--- config.mk ---
export PLATFORM = sky130hd
export DESIGN_NAME = mem_access_unit
export DESIGN_NICKNAME = d
export VERILOG_FILES = /design/src/rtl/mem_access_unit.sv
export SDC_FILE = /design/constraint.sdc
export NUM_CORES = 2
export LEC_CHECK = 0
export CORE_ASPECT_RATIO = 0.5
export CORE_MARGIN = 4
export CORE_UTILIZATION = 40
export CTS_CLUSTER_DIAMETER = 50
export DETAILED_ROUTE_END_ITERATION = 8
export SETUP_SLACK_MARGIN = 0.05
export SLEW_MARGIN = 30
export SYNTH_ARGS = -nofsm -noshare
export SYNTH_HDL_FRONTEND = slang
export SYNTH_SLANG_ARGS = --single-unit
--- constraint.sdc ---
create_clock -name clk -period 6.6 [get_ports clk]
set_input_delay 1.32 -clock clk [delete_from_list [all_inputs] [get_ports clk]]
set_output_delay 1.32 -clock clk [all_outputs]
set_load 0.01 [all_outputs]
--- src/rtl/mem_access_unit.sv ---
// mem_access_unit
// Memory access unit built around a MAR/MDR pair, an internal word-addressed
// RAM and a multi-cycle access sequencer with programmable wait states.
// The control unit loads the MAR (and the MDR for writes), pulses req, then
// waits for done.
//
// Ports:
//   clk        system clock, all state updates on the rising edge
//   rst        synchronous active-low reset
//   mar_sclr   synchronous clear of the MAR (highest MAR priority)
//   mar_en     load mar_d into the MAR
//   mar_inc    increment the MAR (wraps)
//   mar_d      MAR load value
//   mdr_en     load bus_alu into the MDR
//   bus_alu    ALU result bus
//   mdr_alu_n  bus_out select: 1 = MDR, 0 = bus_alu
//   req        start an access (sampled only in IDLE)
//   wr_rdn     access type latched with req: 1 = write, 0 = read
//   mar_q      current MAR
//   mdr_q      current MDR
//   bus_out    combinational mdr_alu_n ? mdr_q : bus_alu
//   busy       high in WAIT and ACCESS
//   done       one-cycle completion pulse
module mem_access_unit #(
   parameter int DATA_WIDTH  = 8,
   parameter int ADDR_WIDTH  = 8,
   parameter int WAIT_STATES = 2
) (
   input  logic                  clk,
   input  logic                  rst,
   input  logic                  mar_sclr,
   input  logic                  mar_en,
   input  logic                  mar_inc,
   input  logic [ADDR_WIDTH-1:0] mar_d,
   input  logic                  mdr_en,
   input  logic [DATA_WIDTH-1:0] bus_alu,
   input  logic                  mdr_alu_n,
   input  logic                  req,
   input  logic                  wr_rdn,
   output logic [ADDR_WIDTH-1:0] mar_q,
   output logic [DATA_WIDTH-1:0] mdr_q,
   output logic [DATA_WIDTH-1:0] bus_out,
   output logic                  busy,
   output logic                  done
);

   typedef enum logic [1:0] {
      S_IDLE   = 2'd0,
      S_WAIT   = 2'd1,
      S_ACCESS = 2'd2,
      S_DONE   = 2'd3
   } state_t;

   localparam logic [3:0] CNT_INIT =
      (WAIT_STATES == 0) ? 4'd0 : 4'(WAIT_STATES - 1);
   localparam logic [ADDR_WIDTH-1:0] MAR_ONE = 1;

   logic [DATA_WIDTH-1:0] mem [2**ADDR_WIDTH];

   state_t                state_q, state_d;
   logic [3:0]            cnt_q, cnt_d;
   logic                  op_wr_q, op_wr_d;
   logic [ADDR_WIDTH-1:0] mar_next_d;
   logic [DATA_WIDTH-1:0] mdr_next_d;
   logic                  ctl_ok;

   // MAR/MDR host controls are honoured only when no access is in flight,
   // which keeps the address and write data frozen during WAIT and ACCESS.
   assign ctl_ok = (state_q == S_IDLE) || (state_q == S_DONE);

   // Sequencer next-state logic
   always_comb begin
      state_d = state_q;
      cnt_d   = cnt_q;
      op_wr_d = op_wr_q;
      unique case (state_q)
         S_IDLE: begin
            if (req) begin
               op_wr_d = wr_rdn;
               cnt_d   = CNT_INIT;
               state_d = (WAIT_STATES == 0) ? S_ACCESS : S_WAIT;
            end
         end
         S_WAIT: begin
            if (cnt_q == 4'd0) begin
               state_d = S_ACCESS;
            end else begin
               cnt_d = cnt_q - 4'd1;
            end
         end
         S_ACCESS: state_d = S_DONE;
         // A req arriving here is dropped, not queued.
         S_DONE:   state_d = S_IDLE;
         default:  state_d = S_IDLE;
      endcase
   end

   // MAR next value: sclr > en > inc
   always_comb begin
      mar_next_d = mar_q;
      if (ctl_ok) begin
         if (mar_sclr) begin
            mar_next_d = '0;
         end else if (mar_en) begin
            mar_next_d = mar_d;
         end else if (mar_inc) begin
            mar_next_d = mar_q + MAR_ONE;
         end
      end
   end

   // MDR next value: a read completion always wins over host loads
   always_comb begin
      mdr_next_d = mdr_q;
      if (state_q == S_ACCESS && !op_wr_q) begin
         mdr_next_d = mem[mar_q];
      end else if (ctl_ok && mdr_en) begin
         mdr_next_d = bus_alu;
      end
   end

   always_ff @(posedge clk) begin
      if (!rst) begin
         state_q <= S_IDLE;
         cnt_q   <= 4'd0;
         op_wr_q <= 1'b0;
         mar_q   <= '0;
         mdr_q   <= '0;
      end else begin
         state_q <= state_d;
         cnt_q   <= cnt_d;
         op_wr_q <= op_wr_d;
         mar_q   <= mar_next_d;
         mdr_q   <= mdr_next_d;
      end
   end

   // RAM is not cleared by reset, but a reset sampled in ACCESS must
   // suppress the write, hence the rst qualifier.
   always_ff @(posedge clk) begin
      if (rst && state_q == S_ACCESS && op_wr_q) begin
         mem[mar_q] <= mdr_q;
      end
   end

   assign bus_out = mdr_alu_n ? mdr_q : bus_alu;
   assign busy    = (state_q == S_WAIT) || (state_q == S_ACCESS);
   assign done    = (state_q == S_DONE);

endmodule

# Word-level counts from Yosys, hierarchy flattened

Memory sizes are Yosys's and may differ from the RTL's. A register that Yosys moved wholly into a read port is not among the register bits.
Cells that the tools add are included.

Register bits: 23
RAM bits: 2048
Input port bits: 25
Output and inout port bits: 26
Logic and storage cells: 46
Memories: 1

Add/subtract/negate cells: 2
Eq/ne operators: 6
Muxes and demuxes: 16
Reduce and logical (&&, ||, !) cells: 16

Memories:

| name | words | width | read ports | clocked after memory_dff | wr ports | RTL line | text |
|---|---|---|---|---|---|---|---|
| mem  | 256   | 8     | 1          | 1                        | 1        | 58       | `logic [DATA_WIDTH-1:0] mem [2**ADDR_WIDTH];` |

Operator list:

| operator            | number |
|---|---|
| $mux 8              | 8 |
| $add 8x1->8 const B | 1 |
| $mux 4              | 2 |
| $pmux 2 s4          | 1 |
| $pmux 4 s2          | 1 |
| $ne 2x2->1 const B  | 3 |
| $reduce_and 2->1    | 3 |
| $eq 2x2->1 const B  | 2 |
| $logic_and 1x1->1   | 4 |
| $logic_not 4->1     | 1 |
| $mux 2              | 2 |
| $reduce_bool 2->1   | 2 |
| $sub 4x1->4 const B | 1 |
| $reduce_and 3->1    | 1 |
| $reduce_bool 3->1   | 1 |
| $eq 2x1->1 const B  | 1 |
| $logic_not 2->1     | 1 |
| $logic_or 1x1->1    | 2 |
| $mux 1              | 2 |
| $logic_not 1->1     | 1 |

# Logic depth before layout (Yosys ltp)

Word-level depth: 6
Mapped depth: 12
Gate-level depth less buffers: 8

# Least setup slack after synthesis

Ideal clock, no wire load.

Path type: flip-flop to output port
From: register mdr_q[0]
To: output bus_out[0]
Data arrival time: 4.120 ns
Required time: 5.280 ns
Path slack: 1.160 ns
Cell stages (with the launch flop): 2
Buffers on the path: 0
Path through: dfxtp_1 > mux2_2

Cells in the longest elaborated chain, start to end: 1

Ends and longest elaborated chain:

| element                | RTL line | text |
|---|---|---|
| start, declared        | 41       | `output logic [DATA_WIDTH-1:0] mdr_q,` |
| start signal, assigned | 134      | `mdr_q <= mdr_next_d;` |
| $mux 8                 | 146      | `assign bus_out = mdr_alu_n ? mdr_q : bus_alu;` |
| end, declared          | 42       | `output logic [DATA_WIDTH-1:0] bus_out,` |

Every way passes these cells.

==> results.tsv <==
metric	value	unit
HP Start	cnt_q[3]$_SDFFE_PN0P_	
maximum vdd drop	0.0002331	V
share of post-route cells with drive strength above 1	22.08	%
critical path arrival	5200	ps
Cell variety after synth	60	
Ys Warns	0	
total CTS buffers	190	
Initial DRC Count	5523	
Async SR Flop Fraction	0	%
CTS tree	yes	
main area contributors after synthesis	edfxtp_1 76%, mux4_2 13%, mux2i_1 2.0%, nor2_1 1.5%, dfxtp_1 0.76%	
Mapped Cells	3988	
DRC	0	
clock root buffer	clkbuf_16	
filler instances	16614	
slew margin rel.	31.72	%
critical path class	reg -> reg	
Synth top area share	75.62	%
Worst setup SP type	register	
Hold Crit Class	reg -> reg	
detailed-route via count	41314	
Clock power frac	32.7	%
Required @ worst endpoint	7270	ps
Power per Cell Area	366.1	nW/um^2
RSZ-0062 raised after global routing	false	
Simple-Gate Fraction of Synth Area	3.531	%
row count	116	
Clock transition at path regs	60	ps
CTS resizes	0	
MaxCap Viol Count	0	
Antenna Nets Post-Route	0	
Final Hold Viols	0	
core area	201000	um^2
Pint	24.08	mW
mux share of post-synthesis cell area	15.58	%
vias in the first global route	40970	
adder-cell share of the synthesized area	0.1692	%
min Tclk post-route	4530	ps
CP Max Fanout	104	
CTS H-tree depth	4	
Area Growth Syn to Fin	12.06	%
final setup fails	0	
Leakage	27.74	nW
DPL Wire Length	133400	um
Fin Hold WS	536.8	ps
Clock Path Buffers	3	
First-pass DRT Iterations	8	
first-pass GRT wire length	312400	um
R2R Path End	mdr_q[3]$_SDFFE_PN0P_	
Port Buffer Count	50	
Synth Area per Inst	20.39	um^2
syn_nets	4024	
switching portion of total power	27.81	%
top_reg_cell synth	edfxtp_1	
number of synthesized flops with an enable pin	2048	
Total Die Area	211000	um^2
Hold Crit Endpoint	cnt_q[3]$_SDFFE_PN0P_	
pin slew with the least headroom to its limit	1022	ps
Die X	645.7	um
register-to-register setup slack	2070	ps
CP Capture Type	register	
Avg WL per Cell	31.41	um
Placer Congestion	0.8360	
GRT Total Usage	20.64	%
combinational group share of total power	17.6	%
Die Y	326.8	um
compound-gate portion of the synthesized area	2.629	%
top post-synthesis cells by count	2,048 x edfxtp_1, 471 x mux4_2, 325 x nor2_1	
# clock sinks	2079	
Nets	4128	
initial antenna violation count	9	
most common cell in the netlist	edfxtp_1	
FF-to-FF path depth	8	
hold path depth	2	
Post-CTS Hold Buffers	0	
boundary pin count	51	
synthesized area	81330	um^2
Switch Pwr	9.277	mW
Final Slew Violations	0	
largest net degree at the start of global routing	186	
final total negative setup slack	0	ps
main combinational cell family by area after synthesis	multiplexers	
Initial Utilization	40.46	%
Via density	5.921	
Final period util	68.64	%
final setup skew	27.96	ps
Seq/Total Area, Yosys	76.38	%
Flop pwr share	49.7	%
total gr overflow	0	
number of synthesized register bits	2079	
DRT Wirelength	219100	um
status	completed	
post-CTS setup buffers	0	
area leader, netlist	edfxtp_1	
Worst-Skew Late Latency	830	ps
XOR/XNOR Fraction of Synth Area	0.03231	%
fmax	220.8	MHz
## critical path, stage by stage, from the launching register on
cell and delay (ps):
dfxtp_4 960, buf_12 670, mux4_2 610, mux2i_1 270, o22ai_1 200, nor4_1 540, nor2_1 130, nor4_1 640
a31oi_1 170
## final cells by class
type	instances	area, um^2	share of cell area (%)
inverters	13	53.80	0.05904
diodes	6	15.01	0.01648
flip-flops and latches	2079	62170	68.21
clock buffers	243	5067	5.560
repair buffers	149	1405	1.542
clock inverters	114	1052	1.155
multi-input cells	1659	17980	19.73
well taps	2714	3396	3.726
## flip-flops by register name, indices dropped and copies added, names as in the netlist, named ones only
name / cells
mdr_q: 8
mem: 2048
state_q: 2
op_wr_q: 1
mar_q: 8
cnt_q: 4
## placed cells by master, fill, tap and decap left out, types with 13 or more instances in the layout
master,instances
nor2_2,16
nor3_1,29
clkinv_2,32
edfxtp_1,2048
o21ai_0,43
a21oi_1,47
mux2_2,38
and2_1,16
and3_1,13
mux2i_1,163
mux4_2,471
a211oi_1,18
nand3_1,38
nand2_1,157
a31oi_1,16
buf_4,86
clkdlybuf4s50_1,50
a22oi_1,17
o22ai_1,45
bufinv_16,15
clkbuf_16,193
o221ai_1,42
nor2b_1,22
clkbuf_1,45
dfxtp_1,18
clkinv_1,42
nor2_1,309
## per-stage QoR
| stage | worst slack, ps | utilization, % | total power, mW | cells | area [um^2] |
|---|---|---|---|---|---|
| after floorplan | 1160 | - | 20.52 | 3988 | 81330 |
| after global placement | 1857 | 42.23 | 22.70 | 6612 | 84880 |
| after detailed placement | 1811 | 42.26 | 22.78 | 6613 | 84960 |
| after CTS | 2128 | 45.31 | 33.55 | 6970 | 91080 |
| after global routing | 1875 | 45.33 | 34.45 | 6971 | 91120 |
| final | 2070 | 45.34 | 33.36 | 6977 | 91130 |
## metal layers
layer / vias to the layer above / GRT usage (%) / part of all wire, %
met1: 21943 / 29.77 / 41
li1: 16686 / - / -
met5: - / 0 / 0.0059
met2: 2370 / 31.51 / 46
met4: 2 / 5.564 / 2.5
met3: 313 / 4.949 / 10
## how the worst max path moves through the flow
| stage | from | end | slack [ps] | cells after the start |
|---|---|---|---|---|
| 2_1_floorplan | mdr_q[0]$_SDFFE_PN0P_ | bus_out[0] | 1160 | 1 |
| 3_3_place_gp | rst | mem[181][5]$_DFFE_PP_ | 1860 | 7 |
| 3_5_place_dp | rst | mem[117][6]$_DFFE_PP_ | 1810 | 7 |
| 4_1_cts | register | mdr_q[3]$_SDFFE_PN0P_ | 2130 | 8 |
| 5_1_grt | register | mdr_q[3]$_SDFFE_PN0P_ | 1870 | 8 |
| 6_report | register | mdr_q[3]$_SDFFE_PN0P_ | 2070 | 8 |
## power groups by stage
stage	sequential (mW)	clock, mW	combinational [mW]
finish	16.6	10.9	5.88
global route	16.6	11.7	6.21
CTS	16.6	11.1	5.92
detailed placement	16.9	0	5.91
global placement	16.9	0	5.85
floorplan	17.5	0	3.02
## cells by family after synthesis
logic type | after synthesis
AO/OA/AOI/OAI | 306
XOR/XNOR | 3
adder cells (fa/ha/maj) | 11
buffers and inverters | 250
flip-flops | 2079
multiplexers | 672
AND/OR/NAND/NOR | 667
No activity file was read; power rests on OpenSTA's default activity.
